## src/rtl/cache_line_aligner_if.sv

```systemverilog
// Request, line-fetch and response signals between the CPU port, the cache line
// datapath and the aligner.
interface cache_line_aligner_if #(
  parameter int LINE_BYTES = 32,
  parameter int WORD_BYTES = 4,
  parameter int OFF_W      = $clog2(LINE_BYTES)
);
  logic                    req_valid;
  logic                    req_ready;
  logic                    req_write;
  logic [1:0]              req_size;
  logic                    req_signed;
  logic [OFF_W-1:0]        req_offset;
  logic [8*WORD_BYTES-1:0] req_wdata;

  logic                    line_hi;
  logic                    line_valid;
  logic [8*LINE_BYTES-1:0] line_data;

  logic                    resp_valid;
  logic                    resp_ready;
  logic [8*WORD_BYTES-1:0] resp_rdata;
  logic [LINE_BYTES-1:0]   resp_wmask;
  logic [8*LINE_BYTES-1:0] resp_wline;
  logic                    resp_hi;
  logic                    resp_last;

  // Requester side: issues requests, supplies line data, consumes responses.
  modport master (
    output req_valid, req_write, req_size, req_signed, req_offset, req_wdata,
    output line_valid, line_data, resp_ready,
    input  req_ready, line_hi, resp_valid, resp_rdata, resp_wmask, resp_wline,
    input  resp_hi, resp_last
  );

  modport slave (
    input  req_valid, req_write, req_size, req_signed, req_offset, req_wdata,
    input  line_valid, line_data, resp_ready,
    output req_ready, line_hi, resp_valid, resp_rdata, resp_wmask, resp_wline,
    output resp_hi, resp_last
  );
endinterface

```

## src/rtl/cache_line_aligner.sv

```systemverilog
// Byte/half/word load extraction and store lane placement within a cache line,
// splitting accesses that straddle the line end over two beats.
module cache_line_aligner #(
  parameter int LINE_BYTES = 32,
  parameter int WORD_BYTES = 4,
  parameter int OFF_W      = $clog2(LINE_BYTES)
) (
  input  logic                clk,
  input  logic                rst,
  cache_line_aligner_if.slave bus
);
  localparam int WW   = 8 * WORD_BYTES;
  localparam int LW   = 8 * LINE_BYTES;
  localparam int WIDX = (WORD_BYTES > 1) ? $clog2(WORD_BYTES) : 1;
  localparam logic [OFF_W:0] LINE_N = (OFF_W+1)'(LINE_BYTES);

  typedef enum logic [2:0] {IDLE, FETCH0, FETCH1, RESP0, RESP1} state_t;
  state_t r_state, w_state_next;

  logic                  r_write, r_signed, r_split;
  logic [OFF_W-1:0]      r_offset;
  logic [OFF_W:0]        r_n;
  logic [WW-1:0]         r_wdata, r_result;
  logic [WW-1:0]         r_rdata;
  logic [LINE_BYTES-1:0] r_wmask;
  logic [LW-1:0]         r_wline;
  logic                  r_hi, r_last;

  logic                  w_accept, w_ld_done, w_st_part1, w_done;
  logic [OFF_W:0]        w_req_n, w_req_end;
  logic                  w_req_split;

  always_comb begin
    w_req_n = (OFF_W+1)'(WORD_BYTES);
    case (bus.req_size)
      2'd0:    w_req_n = (OFF_W+1)'(1);
      2'd1:    w_req_n = (OFF_W+1)'(2);
      default: w_req_n = (OFF_W+1)'(WORD_BYTES);
    endcase
  end

  assign w_req_end   = {1'b0, bus.req_offset} + w_req_n;
  assign w_req_split = w_req_end > LINE_N;

  // Store lane image: phase 0 (from the live request) on accept, phase 1 from latched fields.
  logic                  w_st_phase;
  logic [OFF_W-1:0]      w_st_offset;
  logic [OFF_W:0]        w_st_n;
  logic [WW-1:0]         w_st_wdata;
  logic [7:0]            w_wbytes [WORD_BYTES];
  logic [LINE_BYTES-1:0] w_st_mask;
  logic [LW-1:0]         w_st_line;

  assign w_st_phase  = (r_state != IDLE);
  assign w_st_offset = w_st_phase ? r_offset : bus.req_offset;
  assign w_st_n      = w_st_phase ? r_n      : w_req_n;
  assign w_st_wdata  = w_st_phase ? r_wdata  : bus.req_wdata;

  // Load capture and extension.
  logic [7:0]    w_lbytes [LINE_BYTES];
  logic [7:0]    w_rbytes [WORD_BYTES];
  logic [WW-1:0] w_result_next, w_rdata_next;
  logic [WIDX-1:0] w_top;
  logic          w_sign;

  assign w_top  = WIDX'(r_n - (OFF_W+1)'(1));
  assign w_sign = r_signed && w_rbytes[w_top][7];

  genvar gi;
  generate
    for (gi = 0; gi < LINE_BYTES; gi++) begin : g_lane
      logic [OFF_W-1:0] w_k;
      logic             w_wrap, w_hit;
      // Lane gi holds wdata byte (gi - offset) mod LINE_BYTES; lanes below offset wrap to beat 1.
      assign w_k    = OFF_W'(gi) - w_st_offset;
      assign w_wrap = OFF_W'(gi) < w_st_offset;
      assign w_hit  = ({1'b0, w_k} < w_st_n) && (w_wrap == w_st_phase);
      assign w_st_mask[gi]        = w_hit;
      assign w_st_line[8*gi +: 8] = w_hit ? w_wbytes[w_k[WIDX-1:0]] : 8'h00;
      assign w_lbytes[gi]         = bus.line_data[8*gi +: 8];
    end

    for (gi = 0; gi < WORD_BYTES; gi++) begin : g_byte
      logic [OFF_W:0] w_pos;
      logic           w_in, w_cap;
      // The carry out of offset+gi tells which line beat holds result byte gi.
      assign w_pos = {1'b0, r_offset} + (OFF_W+1)'(gi);
      assign w_in  = (OFF_W+1)'(gi) < r_n;
      assign w_cap = bus.line_valid && w_in &&
                     (((r_state == FETCH0) && !w_pos[OFF_W]) ||
                      ((r_state == FETCH1) &&  w_pos[OFF_W]));
      assign w_wbytes[gi] = w_st_wdata[8*gi +: 8];
      assign w_rbytes[gi] = w_cap ? w_lbytes[w_pos[OFF_W-1:0]] : r_result[8*gi +: 8];
      assign w_result_next[8*gi +: 8] = w_rbytes[gi];
      assign w_rdata_next[8*gi +: 8]  = w_in ? w_rbytes[gi] : {8{w_sign}};
    end
  endgenerate

  always_ff @(posedge clk or posedge rst) begin
    if (rst) begin
      r_state <= IDLE;
    end else begin
      r_state <= w_state_next;
    end
  end

  always_comb begin
    w_state_next = r_state;
    w_accept     = 1'b0;
    w_ld_done    = 1'b0;
    w_st_part1   = 1'b0;
    w_done       = 1'b0;
    case (r_state)
      IDLE: if (bus.req_valid) begin
        w_accept     = 1'b1;
        w_state_next = bus.req_write ? RESP0 : FETCH0;
      end
      FETCH0: if (bus.line_valid) begin
        if (r_split) begin
          w_state_next = FETCH1;
        end else begin
          w_state_next = RESP0;
          w_ld_done    = 1'b1;
        end
      end
      FETCH1: if (bus.line_valid) begin
        w_state_next = RESP0;
        w_ld_done    = 1'b1;
      end
      RESP0: if (bus.resp_ready) begin
        if (r_write && r_split) begin
          w_state_next = RESP1;
          w_st_part1   = 1'b1;
        end else begin
          w_state_next = IDLE;
          w_done       = 1'b1;
        end
      end
      RESP1: if (bus.resp_ready) begin
        w_state_next = IDLE;
        w_done       = 1'b1;
      end
      default: w_state_next = IDLE;
    endcase
  end

  always_ff @(posedge clk or posedge rst) begin
    if (rst) begin
      r_write  <= 1'b0;
      r_signed <= 1'b0;
      r_split  <= 1'b0;
      r_offset <= '0;
      r_n      <= '0;
      r_wdata  <= '0;
      r_result <= '0;
      r_rdata  <= '0;
      r_wmask  <= '0;
      r_wline  <= '0;
      r_hi     <= 1'b0;
      r_last   <= 1'b0;
    end else begin
      if (w_accept) begin
        r_write  <= bus.req_write;
        r_signed <= bus.req_signed;
        r_split  <= w_req_split;
        r_offset <= bus.req_offset;
        r_n      <= w_req_n;
        r_wdata  <= bus.req_wdata;
        r_result <= '0;
      end else if ((r_state == FETCH0) || (r_state == FETCH1)) begin
        r_result <= w_result_next;
      end

      // Response registers are loaded on entry to RESP0/RESP1 and cleared after the last beat.
      if (w_accept && bus.req_write) begin
        r_rdata <= '0;
        r_wmask <= w_st_mask;
        r_wline <= w_st_line;
        r_hi    <= 1'b0;
        r_last  <= !w_req_split;
      end else if (w_ld_done) begin
        r_rdata <= w_rdata_next;
        r_wmask <= '0;
        r_wline <= '0;
        r_hi    <= 1'b0;
        r_last  <= 1'b1;
      end else if (w_st_part1) begin
        r_wmask <= w_st_mask;
        r_wline <= w_st_line;
        r_hi    <= 1'b1;
        r_last  <= 1'b1;
      end else if (w_done) begin
        r_rdata <= '0;
        r_wmask <= '0;
        r_wline <= '0;
        r_hi    <= 1'b0;
        r_last  <= 1'b0;
      end
    end
  end

  assign bus.req_ready  = (r_state == IDLE);
  assign bus.line_hi    = (r_state == FETCH1);
  assign bus.resp_valid = (r_state == RESP0) || (r_state == RESP1);
  assign bus.resp_rdata = r_rdata;
  assign bus.resp_wmask = r_wmask;
  assign bus.resp_wline = r_wline;
  assign bus.resp_hi    = r_hi;
  assign bus.resp_last  = r_last;
endmodule

```

## src/flat_wrapper.sv

```systemverilog
// flat-port wrapper written by rule: the top's interface ports become plain ports
module cache_line_aligner_flat 
#(
  parameter int LINE_BYTES = 32,
  parameter int WORD_BYTES = 4,
  parameter int OFF_W      = $clog2(LINE_BYTES)
)
  (clk, rst, bus_req_valid, bus_req_write, bus_req_size, bus_req_signed, bus_req_offset, bus_req_wdata, bus_line_valid, bus_line_data, bus_resp_ready, bus_req_ready, bus_line_hi, bus_resp_valid, bus_resp_rdata, bus_resp_wmask, bus_resp_wline, bus_resp_hi, bus_resp_last);
  cache_line_aligner_if #(.LINE_BYTES(LINE_BYTES), .WORD_BYTES(WORD_BYTES), .OFF_W(OFF_W)) bus_i ();
  input  logic clk;
  input  logic rst;
  input wire logic [$bits(bus_i.req_valid)-1:0] bus_req_valid;
  input wire logic [$bits(bus_i.req_write)-1:0] bus_req_write;
  input wire logic [$bits(bus_i.req_size)-1:0] bus_req_size;
  input wire logic [$bits(bus_i.req_signed)-1:0] bus_req_signed;
  input wire logic [$bits(bus_i.req_offset)-1:0] bus_req_offset;
  input wire logic [$bits(bus_i.req_wdata)-1:0] bus_req_wdata;
  input wire logic [$bits(bus_i.line_valid)-1:0] bus_line_valid;
  input wire logic [$bits(bus_i.line_data)-1:0] bus_line_data;
  input wire logic [$bits(bus_i.resp_ready)-1:0] bus_resp_ready;
  output wire logic [$bits(bus_i.req_ready)-1:0] bus_req_ready;
  output wire logic [$bits(bus_i.line_hi)-1:0] bus_line_hi;
  output wire logic [$bits(bus_i.resp_valid)-1:0] bus_resp_valid;
  output wire logic [$bits(bus_i.resp_rdata)-1:0] bus_resp_rdata;
  output wire logic [$bits(bus_i.resp_wmask)-1:0] bus_resp_wmask;
  output wire logic [$bits(bus_i.resp_wline)-1:0] bus_resp_wline;
  output wire logic [$bits(bus_i.resp_hi)-1:0] bus_resp_hi;
  output wire logic [$bits(bus_i.resp_last)-1:0] bus_resp_last;
  assign bus_i.req_valid = bus_req_valid;
  assign bus_i.req_write = bus_req_write;
  assign bus_i.req_size = bus_req_size;
  assign bus_i.req_signed = bus_req_signed;
  assign bus_i.req_offset = bus_req_offset;
  assign bus_i.req_wdata = bus_req_wdata;
  assign bus_i.line_valid = bus_line_valid;
  assign bus_i.line_data = bus_line_data;
  assign bus_i.resp_ready = bus_resp_ready;
  assign bus_req_ready = bus_i.req_ready;
  assign bus_line_hi = bus_i.line_hi;
  assign bus_resp_valid = bus_i.resp_valid;
  assign bus_resp_rdata = bus_i.resp_rdata;
  assign bus_resp_wmask = bus_i.resp_wmask;
  assign bus_resp_wline = bus_i.resp_wline;
  assign bus_resp_hi = bus_i.resp_hi;
  assign bus_resp_last = bus_i.resp_last;
  cache_line_aligner #(.LINE_BYTES(LINE_BYTES), .WORD_BYTES(WORD_BYTES), .OFF_W(OFF_W)) u_core (.clk(clk), .rst(rst), .bus(bus_i));
endmodule
```

## config.mk

```make
export PLATFORM = sky130hd
export DESIGN_NAME = cache_line_aligner_flat
export DESIGN_NICKNAME = d
export VERILOG_FILES = /design/src/rtl/cache_line_aligner_if.sv /design/src/rtl/cache_line_aligner.sv /design/src/flat_wrapper.sv
export SDC_FILE = /design/constraint.sdc
export NUM_CORES = 1
export LEC_CHECK = 0
export BUFFER_PORTS_ARGS = -buffer_cell sky130_fd_sc_hd__clkbuf_2
export CORE_AREA = 2 2 245 247
export DETAILED_ROUTE_END_ITERATION = 16
export DIE_AREA = 0 0 247 249
export PLACE_DENSITY = 0.71
export SLEW_MARGIN = 20
export SYNTH_ARGS = -nofsm -noshare
export SYNTH_HDL_FRONTEND = slang
export SYNTH_SLANG_ARGS = --single-unit
```

## constraint.sdc

```tcl
create_clock -name clk -period 11.2 [get_ports clk]
set_clock_uncertainty 0.15 [all_clocks]
set_input_delay 0.56 -clock clk [delete_from_list [all_inputs] [get_ports clk]]
set_output_delay 0.56 -clock clk [all_outputs]
set_load 0.02 [all_outputs]
```

==> summary.md <==
| Metric | Value |
|---|---|
| Status | `completed` |
| Global-route wire length before repair | `144000 µm` |
| Die Area | `around 0.06 mm²` |
| Drt total wl | `about 97000 µm` |
| Pwr Total | `around 9.4 mW` |
| DR vias/cell | `6.39` |
| HP Class | `in2reg` |
| Via count | `about 24000` |
| Initial core utilization | `0.449` |
| # fillers | `just over 5000` |
| Slew Viols, Final | `0` |
| Hold path cells | `3` |
| Post-CTS Setup Bufs | `0` |
| GRT Overall Usage | `0.308` |
| Core region area | `between 0.05 and 0.06 mm²` |
| CTS tree | `yes` |
| Drt first pass iters | `5` |
| Final worst slack | `~5000 ps` |
| Post-Syn Nets | `approximately 2700` |
| Cell Count, Final, Fillers Out | `approximately 3700` |
| Worst-Margin Slew | `around 1200 ps` |
| Hold Path Origin | `bus_req_signed` |
| Reg2Reg Depth | `13` |
| Final hold vios | `0` |
| Die Ht | `249 µm` |
| Worst setup SP type | `flop` |
| Overflow after GRT | `0` |
| Reg2Reg Setup Slack | `slightly above 5000 ps` |
| Cells after synthesis | `between 2000 and 2500` |
| Synthesis-stage register bit count | `400` |
| Avg Cell Area, Syn | `about 11 µm²` |
| Area grow syn2layout | `18.9%` |
| Pwr dens | `roughly 300 mW/mm²` |
| Pre-CTS setup slack | `about 5200 ps` |
| Worst R2R Start | `u_core.r_state[1]` |
| Leak | `about 15 nW` |
| Remaining antenna violation count | `0` |
| Crit share post-route | `0.547` |
| Clk sink count | `400` |
| Max FO, Critical Path | `208` |
| Placer Congestion | `slightly below 1` |
| Primary FF master, synth | `dfrtp_1` |
| Synth area leader | `dfrtp_1` |
| Final Hold Slack | `~63 ps` |
| Worst r2r dst | `u_core.bus.resp_wline[186]` |
| Asr flop ratio synth | `1.00` |
| Worst Path Required | `between 10000 and 15000 ps` |
| Final Util | `0.534` |
| Sequential share of the synthesized area | `0.380` |
| Reg clk slew, reported paths | `around 60 ps` |
| Clock root cell | `clkbuf_16` |
| Hold Path End | `u_core.r_signed` |
| DP Area | `between 0.02 and 0.03 mm²` |
| Die X | `roughly 250 µm` |
| Max IR drop VDD | `about 310 µV` |
| Layout cells sized above 1 | `0.372` |
| Largest cells by area after synthesis | `dfrtp_1 38%, mux4_2 25%, nand2_1 7.5%` |
| Syn Std Cell Area | `between 0.02 and 0.03 mm²` |
| DPL Wire Length | `73500 µm` |
| Post-Route Setup TNS | `0 ps` |
| Post-synth EDFFs | `0` |
| Initial DRC count | `between 2000 and 3000` |
| Routed wire length per instance | `around 26 µm` |
| Unrepaired setup endpoints after global routing | `no` |
| DRC Markers | `0` |
| Setup CP Type | `reg2reg` |
| Vias in the first global route | `roughly 23000` |
| Yosys top cell area share | `0.380` |
| Initial antenna violation count | `30` |
| # rows | `~90` |
| FMAX | `between 0.15 and 0.2 GHz` |
| Post-synthesis cell type count | `76` |
| Max_cap viols | `0` |
| Worst path arrival time | `about 6400 ps` |
| Largest net degree at the start of global routing | `about 210` |
| Longest Clk Path Bufs | `3` |
| Post_cts resized | `0` |
| # hold bufs at CTS | `1` |
| Slew HR | `0.187` |
| Final min period | `between 6000 and 7000 ps` |
| Total CTS buffers | `between 40 and 50` |
| Clk_lat worst skew | `570 ps` |
| PortBufs | `626` |
| I/O pin count | `about 630` |
| Htree depth | `2` |
| CP Capture Type | `flop` |
| Final nets | `~3200` |
| Fin area | `roughly 0.031 mm²` |
| Placed insts | `approximately 3600` |
| Finish-stage setup viols | `0` |
| Synth Warn # | `0` |
-- critical path, stage by stage (launching register included) --
cell,delay [ps]
dfrtp_1,560
or3_1,160
buf_4,310
clkinv_2,500
buf_4,490
and2_2,600
nand2_1,240
and3_1,170
buf_4,360
nor2b_4,220
buf_4,630
buf_12,610
nand4b_1,390
o21ai_0,180
-- per-layer routing --
| layer | vias up | track usage | wire [µm] |
|---|---|---|---|
| met2 | 1479 | 0.478 | 44900 |
| met1 | 11900 | 0.405 | 36400 |
| met3 | 273 | 0.0878 | 10900 |
| li1 | 10100 | - | - |
| met4 | 36 | 0.129 | 4250 |
| met5 | - | 0 | 203 |
-- power breakdown --
part | internal, mW | switching, mW
sequential | 1.66 | 0.243
combinational | 2.35 | 3.72
clock | 0.803 | 0.580
-- Yosys cell counts, types with 10 or more instances --
| cell type | instances |
|---|---|
| nor2_1 | 75 |
| a21boi_0 | 12 |
| clkbuf_1 | 79 |
| o21ai_0 | 213 |
| nand2b_1 | 18 |
| mux2i_1 | 67 |
| a21oi_1 | 87 |
| o21ai_1 | 12 |
| a211o_1 | 18 |
| buf_4 | 11 |
| buf_1 | 16 |
| nand4_1 | 17 |
| nand2_1 | 529 |
| a21o_1 | 26 |
| dfrtp_1 | 400 |
| buf_2 | 60 |
| a32oi_1 | 10 |
| mux4_2 | 292 |
| a211oi_1 | 18 |
| a22o_1 | 105 |
| ha_1 | 26 |
| nand3_1 | 25 |
| o211ai_1 | 11 |
| mux2_2 | 36 |
| inv_1 | 27 |
| o21a_1 | 19 |
| xnor2_1 | 36 |
-- registers in the layout, indices dropped and copies added (netlist names), 3 cells and up --
signal and cells:
u_core.bus.resp_wline 256, u_core.bus.resp_rdata 32, u_core.bus.resp_wmask 32, u_core.r_result 32, u_core.r_wdata 32, u_core.r_offset 5
u_core.r_n 3, u_core.r_state 3
-- kinds of logic (layout without fill, tap and decap cells) --
| kind of cell | after synthesis | count (layout) | synth area share |
|---|---|---|---|
| simple gates | 728 | 728 | 0.119 |
| compound gates | 578 | 578 | 0.143 |
| flops | 400 | 400 | 0.380 |
| mux | 398 | 398 | 0.293 |
| buf+inv | 213 | 765 | 0.0395 |
| xor+xnor | 38 | 38 | 0.0126 |
| fa+ha+maj | 27 | 27 | 0.0131 |
| other cells | 0 | 13 | 0 |
-- final cells by class --
class | count | area, µm² | area share
multi-input cells | 1769 | 15400 | 0.490
flip-flops and latches | 400 | 10000 | 0.320
repair buffers | 658 | 3450 | 0.110
clock buffers | 63 | 1220 | 0.0390
well taps | 773 | 967 | 0.0309
clock inverters | 12 | 135 | 0.00432
inverters | 32 | 125 | 0.00400
diodes | 13 | 32.5 | 0.00104
-- worst max-delay path by stage --
stage	from	to	slack (ps)	depth (start not counted)
after detailed placement	u_core.r_state[1]	u_core.bus.resp_wline[186]	5240	13
after CTS	u_core.r_state[1]	u_core.bus.resp_wline[186]	5230	13
final	u_core.r_state[1]	u_core.bus.resp_wline[186]	5070	13
after global placement	u_core.r_state[2]	u_core.bus.resp_wline[185]	5460	13
after floorplan	rst	u_core.bus.resp_hi	5100	1
after global routing	u_core.r_state[1]	u_core.bus.resp_wline[186]	4670	13
-- cell usage in the layout (no fill, tap or decap), types with 10 or more instances in the layout --
cell | synthesis | layout
nand3_1 | 25 | 25
a21oi_1 | 87 | 87
mux2i_1 | 67 | 67
diode_2 | 0 | 13
a211oi_1 | 18 | 18
a21o_1 | 26 | 26
mux4_2 | 292 | 292
nand2_1 | 529 | 528
o21ai_1 | 12 | 13
nor2_1 | 75 | 75
a21boi_0 | 12 | 12
nand2b_1 | 18 | 18
dfrtp_1 | 400 | 396
ha_1 | 26 | 25
clkbuf_2 | 2 | 626
buf_4 | 11 | 24
clkbuf_1 | 79 | 13
mux2_2 | 36 | 36
a32oi_1 | 10 | 10
o21ai_0 | 213 | 212
xnor2_1 | 36 | 34
nand4_1 | 17 | 17
o21a_1 | 19 | 19
inv_1 | 27 | 26
a211o_1 | 18 | 18
o211ai_1 | 11 | 11
clkbuf_16 | 0 | 43
a22o_1 | 105 | 105
(Power assumes the default switching activity.)
